### src/rtl/sha256_pkg.sv
// -----------------------------------------------------------------------------
// sha256_pkg
// Shared definitions for the SHA-256 message padder:
//   state_t   - padder FSM states (ACCEPT, PAD, EMIT)
//   BLOCK_W   - width of one padded message block (512)
//   WORD_W    - width of one input/buffer word (32)
//   NUM_WORDS - words per block (16)
//   PAD_WORD  - a word holding only the 0x80 end-of-message marker
// -----------------------------------------------------------------------------
package sha256_pkg;

  typedef enum logic [1:0] {
    ACCEPT = 2'd0,
    PAD    = 2'd1,
    EMIT   = 2'd2
  } state_t;

  localparam int BLOCK_W   = 512;
  localparam int WORD_W    = 32;
  localparam int NUM_WORDS = BLOCK_W / WORD_W;

  localparam logic [WORD_W-1:0] PAD_WORD = 32'h8000_0000;

endpackage

### src/rtl/sha256_pad_word.sv
// -----------------------------------------------------------------------------
// sha256_pad_word
// Combinational masking of one big-endian message word.
// Bytes at positions >= in_bytes are cleared, and the byte at position
// in_bytes (when it is 0..3) receives the 0x80 end-of-message marker.
// A full word (in_bytes >= 4) passes through unchanged.
// Ports:
//   in_data  [31:0] message word, first byte in [31:24]
//   in_bytes [2:0]  number of valid bytes in in_data
//   out_word [31:0] masked word with marker inserted
// -----------------------------------------------------------------------------
module sha256_pad_word
  import sha256_pkg::*;
(
  input  logic [WORD_W-1:0] in_data,
  input  logic [2:0]        in_bytes,
  output logic [WORD_W-1:0] out_word
);

  always_comb begin
    out_word = '0;
    for (int k = 0; k < 4; k++) begin
      // Byte k sits at bits [31-8k -: 8] (byte 0 is the most significant).
      if (3'(k) < in_bytes) begin
        out_word[31-8*k -: 8] = in_data[31-8*k -: 8];
      end else if (3'(k) == in_bytes) begin
        out_word[31-8*k -: 8] = 8'h80;
      end
    end
  end

endmodule

### src/rtl/sha256_padder.sv
// -----------------------------------------------------------------------------
// sha256_padder
// Applies SHA-256 message padding (0x80 marker, zero fill, 64-bit bit length)
// to a byte-granular stream of 32-bit big-endian words and emits complete
// 512-bit blocks, word 0 on out_block[0:31].
//
// Parameters:
//   LEN_W     width of the bit-length counter (3..64), zero-extended to 64
// Ports:
//   clk       clock, rising edge
//   reset     asynchronous active-low reset
//   in_data   [31:0] message word, first byte in [31:24]
//   in_valid  input word valid
//   in_ready  padder can accept a word (only in the accept phase)
//   in_last   final word of the message
//   in_bytes  [2:0] valid bytes of a last word (0..4; 4 when not last)
//   out_block [0:511] padded block
//   out_valid out_block valid
//   out_ready downstream core accepts the block
//   out_first block is the first of its message
//   out_last  block is the final padded block of its message
// Optional (SHA256_PADDER_STATS_EN defined):
//   blk_count [31:0] output blocks handshaked, wraps
//   msg_count [15:0] final blocks handshaked, wraps
// -----------------------------------------------------------------------------
module sha256_padder
  import sha256_pkg::*;
#(
  parameter int LEN_W = 64
) (
  input  logic                clk,
  input  logic                reset,
  input  logic [WORD_W-1:0]   in_data,
  input  logic                in_valid,
  output logic                in_ready,
  input  logic                in_last,
  input  logic [2:0]          in_bytes,
  output logic [0:BLOCK_W-1]  out_block,
  output logic                out_valid,
  input  logic                out_ready,
  output logic                out_first,
  output logic                out_last
`ifdef SHA256_PADDER_STATS_EN
  ,
  output logic [31:0]         blk_count,
  output logic [15:0]         msg_count
`endif
);

  state_t            r_state;
  state_t            w_state_nxt;
  logic [3:0]        r_widx;
  logic [WORD_W-1:0] r_buf [NUM_WORDS];
  logic [LEN_W-1:0]  r_bitlen;
  logic              r_pad_pending;   // 0x80 marker still owed to the block
  logic              r_first_flag;
  logic              r_final;         // block in EMIT carries the length field
  logic              r_padding_phase; // after EMIT, continue padding

  logic [WORD_W-1:0] w_in_word;
  logic [63:0]       w_len64;
  logic              w_in_fire;
  logic              w_out_fire;

  sha256_pad_word u_pad_word (
    .in_data  (in_data),
    .in_bytes (in_bytes),
    .out_word (w_in_word)
  );

  assign w_in_fire  = (r_state == ACCEPT) && in_valid;
  assign w_out_fire = (r_state == EMIT) && out_ready;
  assign w_len64    = 64'(r_bitlen);

  // Buffer word i maps to out_block[32*i +: 32]; on the ascending vector the
  // word's MSB lands on the lowest index, so byte 0 ends up on bits [0:7].
  always_comb begin
    out_block = '0;
    for (int i = 0; i < NUM_WORDS; i++) begin
      out_block[i*WORD_W +: WORD_W] = r_buf[i];
    end
  end

  // State register
  always_ff @(posedge clk or negedge reset) begin
    if (!reset) begin
      r_state <= ACCEPT;
    end else begin
      r_state <= w_state_nxt;
    end
  end

  // Next state and handshake outputs
  always_comb begin
    w_state_nxt = r_state;
    in_ready    = 1'b0;
    out_valid   = 1'b0;
    out_first   = 1'b0;
    out_last    = 1'b0;
    unique case (r_state)
      ACCEPT: begin
        in_ready = 1'b1;
        if (in_valid) begin
          if (r_widx == 4'd15) begin
            w_state_nxt = EMIT;
          end else if (in_last) begin
            w_state_nxt = PAD;
          end
        end
      end
      PAD: begin
        if (r_pad_pending) begin
          if (r_widx == 4'd15) begin
            w_state_nxt = EMIT;
          end
        end else if (r_widx > 4'd13) begin
          // Word 14 takes the length (final block); word 15 means the length
          // no longer fits and another block follows.
          w_state_nxt = EMIT;
        end
      end
      EMIT: begin
        out_valid = 1'b1;
        out_first = r_first_flag;
        out_last  = r_final;
        if (out_ready) begin
          if (r_final) begin
            w_state_nxt = ACCEPT;
          end else if (r_padding_phase) begin
            w_state_nxt = PAD;
          end else begin
            w_state_nxt = ACCEPT;
          end
        end
      end
      default: w_state_nxt = ACCEPT;
    endcase
  end

  // Block buffer, word index, bit length and message flags
  always_ff @(posedge clk or negedge reset) begin
    if (!reset) begin
      for (int i = 0; i < NUM_WORDS; i++) begin
        r_buf[i] <= '0;
      end
      r_widx          <= '0;
      r_bitlen        <= '0;
      r_pad_pending   <= 1'b0;
      r_first_flag    <= 1'b1;
      r_final         <= 1'b0;
      r_padding_phase <= 1'b0;
    end else begin
      unique case (r_state)
        ACCEPT: begin
          if (w_in_fire) begin
            r_buf[r_widx] <= w_in_word;
            r_bitlen      <= r_bitlen + LEN_W'({in_bytes, 3'b000});
            r_pad_pending <= in_last && (in_bytes == 3'd4);
            if (r_widx == 4'd15) begin
              r_final         <= 1'b0;
              r_padding_phase <= in_last;
            end else begin
              r_widx <= r_widx + 4'd1;
            end
          end
        end
        PAD: begin
          if (r_pad_pending) begin
            r_buf[r_widx] <= PAD_WORD;
            r_pad_pending <= 1'b0;
            if (r_widx == 4'd15) begin
              r_final         <= 1'b0;
              r_padding_phase <= 1'b1;
            end else begin
              r_widx <= r_widx + 4'd1;
            end
          end else if (r_widx <= 4'd13) begin
            r_buf[r_widx] <= '0;
            r_widx        <= r_widx + 4'd1;
          end else if (r_widx == 4'd14) begin
            r_buf[14] <= w_len64[63:32];
            r_buf[15] <= w_len64[31:0];
            r_final   <= 1'b1;
          end else begin
            r_buf[15]       <= '0;
            r_final         <= 1'b0;
            r_padding_phase <= 1'b1;
          end
        end
        EMIT: begin
          if (w_out_fire) begin
            for (int i = 0; i < NUM_WORDS; i++) begin
              r_buf[i] <= '0;
            end
            r_widx <= '0;
            // The next block is a message's first block only after a final one.
            r_first_flag <= r_final;
            if (r_final) begin
              r_bitlen <= '0;
              r_final  <= 1'b0;
            end
          end
        end
        default: ;
      endcase
    end
  end

`ifdef SHA256_PADDER_STATS_EN
  logic [31:0] r_blk_count;
  logic [15:0] r_msg_count;

  always_ff @(posedge clk or negedge reset) begin
    if (!reset) begin
      r_blk_count <= '0;
      r_msg_count <= '0;
    end else if (w_out_fire) begin
      r_blk_count <= r_blk_count + 32'd1;
      if (r_final) begin
        r_msg_count <= r_msg_count + 16'd1;
      end
    end
  end

  assign blk_count = r_blk_count;
  assign msg_count = r_msg_count;
`endif

endmodule

### config.mk
export PLATFORM = sky130hd
export DESIGN_NAME = sha256_padder
export DESIGN_NICKNAME = d
export VERILOG_FILES = /design/src/rtl/sha256_pkg.sv /design/src/rtl/sha256_pad_word.sv /design/src/rtl/sha256_padder.sv
export SDC_FILE = /design/constraint.sdc
export NUM_CORES = 1
export LEC_CHECK = 0
export BUFFER_PORTS_ARGS = -buffer_cell sky130_fd_sc_hd__buf_2
export CELL_PAD_IN_SITES_DETAIL_PLACEMENT = 1
export CELL_PAD_IN_SITES_GLOBAL_PLACEMENT = 2
export CORE_MARGIN = 4
export CORE_UTILIZATION = 38
export CTS_CLUSTER_DIAMETER = 50
export DETAILED_ROUTE_END_ITERATION = 8
export GPL_TIMING_DRIVEN = 0
export MAX_ROUTING_LAYER = met4
export PLACE_DENSITY = 0.86
export SYNTH_ARGS = -nofsm -noshare
export SYNTH_HDL_FRONTEND = slang
export SYNTH_SLANG_ARGS = --single-unit
### constraint.sdc
create_clock -name clk -period 5 [get_ports clk]
set_input_delay 1 -clock clk [delete_from_list [all_inputs] [get_ports clk]]
set_output_delay 1 -clock clk [all_outputs]
set_load 0.03 [all_outputs]
==> summary.md <==
| Metric | Value |
|---|---|
| Status | `complete, no violations` |
| Fin. max-slew vios | `0` |
| Net count, final | `between 2000 and 3000` |
| Clk_skew | `around 0.031 ns` |
| Fin cells | `~3300` |
| Inserted Clock Buffers | `70` |
| Antenna Nets Post-Route | `0` |
| Die Y | `255 um` |
| Finished Core Util | `0.488` |
| Syn nets | `between 1500 and 2000` |
| GRT overflow | `0` |
| WHS | `0.275 ns` |
| Drt pass-1 iters | `5` |
| RSZ-0062 raised after global routing | `false` |
| Post-route cell area | `around 0.03 mm^2` |
| Worst flop-to-flop path endpoint | `out_block[480]` |
| Fmax | `258 MHz` |
| Vias | `approximately 20000` |
| Core area | `just over 0.06 mm^2` |
| Die ar. | `approximately 0.065 mm^2` |
| I/O pins | `approximately 560` |
| R2R Setup Slk | `~1.1 ns` |
| Dpl ws | `1.24 ns` |
| Seq cells post-synth | `roughly 600` |
| Share of cells above drive strength 1 | `0.273` |
| Cells after Synth | `between 1500 and 2000` |
| Drc violations | `0` |
| Final Power | `between 15 and 20 mW` |
| Post-CTS resize count | `0` |
| Mapped Area | `approximately 0.023 mm^2` |
| CP endpoint kind | `flop` |
| Top post-synthesis cells by count | `dfrtp_1, o2bb2ai_1, clkbuf_1` |
| Share of the synthesized area in the top cell type | `0.628` |
| Die Wd | `about 250 um` |
| GP Congestion | `0.944` |
| Async S/R FF share, synth | `1.00` |
| Final Critical Period | `around 3.9 ns` |
| Port bufs | `~560` |
| WS Path Type | `flop to flop` |
| Final Hold Viols | `0` |
| Fillers | `between 6000 and 7000` |
| Power per Cell Area | `628 mW/mm^2` |
| Placed cell areas | `about 0.027 mm^2` |
| Final HPWL DP | `about 72000 um` |
| WP data required | `5.50 ns` |
| Most area-hungry cell type in the Yosys netlist | `dfrtp_1` |
| Worst flop-to-flop path startpoint | `r_state[0]` |
| Post-CTS Hold Buffers | `0` |
| Max H-tree Level | `3` |
| Hold crit path type | `primary input to async pin` |
| Initial antenna violation count | `4` |
| Max-Cap Viols | `0` |
| Sw Pwr | `between 8 and 9 mW` |
| Comb pwr share | `0.386` |
| Root buf cell | `clkbuf_16` |
| Number of global-route vias before repair | `20600` |
| Post-synth EDFFs | `0` |
| Clk buf depth | `3` |
| Worst skew pair latency | `around 0.62 ns` |
| Routed vias/inst | `6.00` |
| Clk sinks | `583` |
| Layout overhead on the synthesized area | `27.1%` |
| Worst VDD drop | `between 0.3 and 0.4 mV` |
| Synth area leaders | `dfrtp_1, o2bb2ai_1, a22o_1` |
| Clock share of power | `0.280` |
| WL/cell | `approximately 29 um` |
| Largest net degree at the start of global routing | `130` |
| Final period util | `0.777` |
| Power Internal | `just over 10 mW` |
| Postcts setup bufs | `0` |
| Max-slew headroom | `0.0261` |
| Critical path startpoint category | `flop` |
| Final setup violation count | `0` |
| Actual slew at the worst max-slew pin | `between 1 and 1.5 ns` |
| Initial Utilization | `0.384` |
| Iteration-0 DRC Markers | `1609` |
| Seq/Total Area, Yosys | `0.630` |
| Clk slew on worst S/H paths | `roughly 0.070 ns` |
| Setup slack after layout | `1.12 ns` |
| Leakage | `14.4 nW` |
| Sequential share of power | `0.333` |
| Number of synthesis warnings | `0` |
| Tot GR Track Use | `0.302` |
| Setup TNS | `0 ns` |
| Switch share | `0.443` |
| Most frequent cell after synthesis | `dfrtp_1` |
| Post-Syn Area per Cell | `12.4 um^2` |
| WL final | `between 90000 and 100000 um` |
| Synth Flop Type | `dfrtp_1` |
| CP Data Arrival Time | `around 4.4 ns` |
| Reg2reg path depth | `9` |
| First-pass GRT wire length | `around 140000 um` |
| Unique masters post-synth | `61` |
| Row cnt | `90` |
| Inst Count DP | `roughly 3200` |
| CTS tree | `built` |
| Worst Path Max Fanout | `10` |
==> placed cells by master (no fill, tap or decap), drive strengths merged, types with 5 or more instances in the layout <==
cell	count
o41ai	5
nand2b	7
or3	24
nand4	18
nor3	13
dfrtp	582
xnor2	20
nor2b	8
o31ai	12
and3	15
and4	8
nand2	113
clkbuf	266
inv	16
clkinvlp	7
nand3	48
or4	14
and2	18
clkinv	11
a32o	19
o2bb2ai	365
a22o	76
a22oi	6
a32oi	53
nor4	14
ha	12
o21ai	87
nor2	56
a21oi	58
buf	570
==> sequential cells by signal (all words and copies together), names as in the netlist <==
| signal | count |
|---|---|
| r_padding_phase | 1 |
| r_final | 1 |
| r_widx | 4 |
| r_first_flag | 1 |
| out_block | 512 |
| r_pad_pending | 1 |
| r_bitlen | 61 |
| r_state | 2 |
==> power by group through the flow <==
stage / logic, mW / registers [mW] / clock network (mW)
floorplan: 2.65 / 7.72 / 0
global placement: 6.85 / 6.17 / 0
detailed placement: 7.07 / 6.19 / 0
CTS: 7.11 / 6.15 / 5.26
global route: 7.55 / 6.25 / 5.46
finish: 7.15 / 6.16 / 5.18
==> worst max-delay path, stage by stage, from the launching register on <==
cell and delay, ns:
dfrtp_1 0.44, inv_1 0.12, ha_1 0.29, clkbuf_1 0.40
inv_1 0.14, nor4b_2 0.95, and2_1 0.31, clkbuf_1 0.64
a22oi_1 0.28, o2bb2ai_1 0.20
==> cell type report <==
| type | count | area, um^2 | share of cell area |
|---|---|---|---|
| Clock inverter | 26 | 279 | 0.00947 |
| Clock buffer | 99 | 2060 | 0.0701 |
| Multi-Input combinational cell | 1103 | 7870 | 0.267 |
| Buffer | 176 | 683 | 0.0232 |
| Inverter | 11 | 41.3 | 0.00140 |
| Antenna cell | 4 | 10.0 | 0.000340 |
| Timing Repair Buffer | 561 | 2940 | 0.0997 |
| Sequential cell | 583 | 14600 | 0.495 |
| Tap cell | 782 | 978 | 0.0332 |
==> metal layers <==
layer / vias to the layer above / GRT usage / wire (um)
li1: 8452 / - / -
met1: 10600 / 0.390 / 39800
met2: 853 / 0.473 / 46000
met3: 217 / 0.0684 / 7770
met4: 0 / 0.109 / 4280
met5: - / - / 0
==> logic make-up (layout without fill, tap and decap cells) <==
logic type	after synthesis	in the layout	synth area share
AO/OA/AOI/OAI	695	695	0.239
flip-flops	583	583	0.630
AND/OR/NAND/NOR	368	368	0.0826
buffers and inverters	187	873	0.0313
XOR/XNOR	23	23	0.00869
adder cells (fa/ha/maj)	13	13	0.00734
multiplexers	4	4	0.00178
other	0	4	0
==> how the worst max path moves through the flow <==
stage | from | depth (start not counted) | slack, ns | end
finish | r_state[0] | 9 | 1.12 | out_block[480]
CTS | r_state[0] | 9 | 1.24 | out_block[465]
floorplan | in_bytes[1] | 8 | 2.15 | r_bitlen[52]
global route | r_state[0] | 10 | 1.05 | out_block[138]
detailed placement | in_bytes[2] | 7 | 1.24 | out_block[318]
global placement | reset | 1 | -8.88 | out_block[268]
Note: power is estimated with default switching activity, not from simulation.
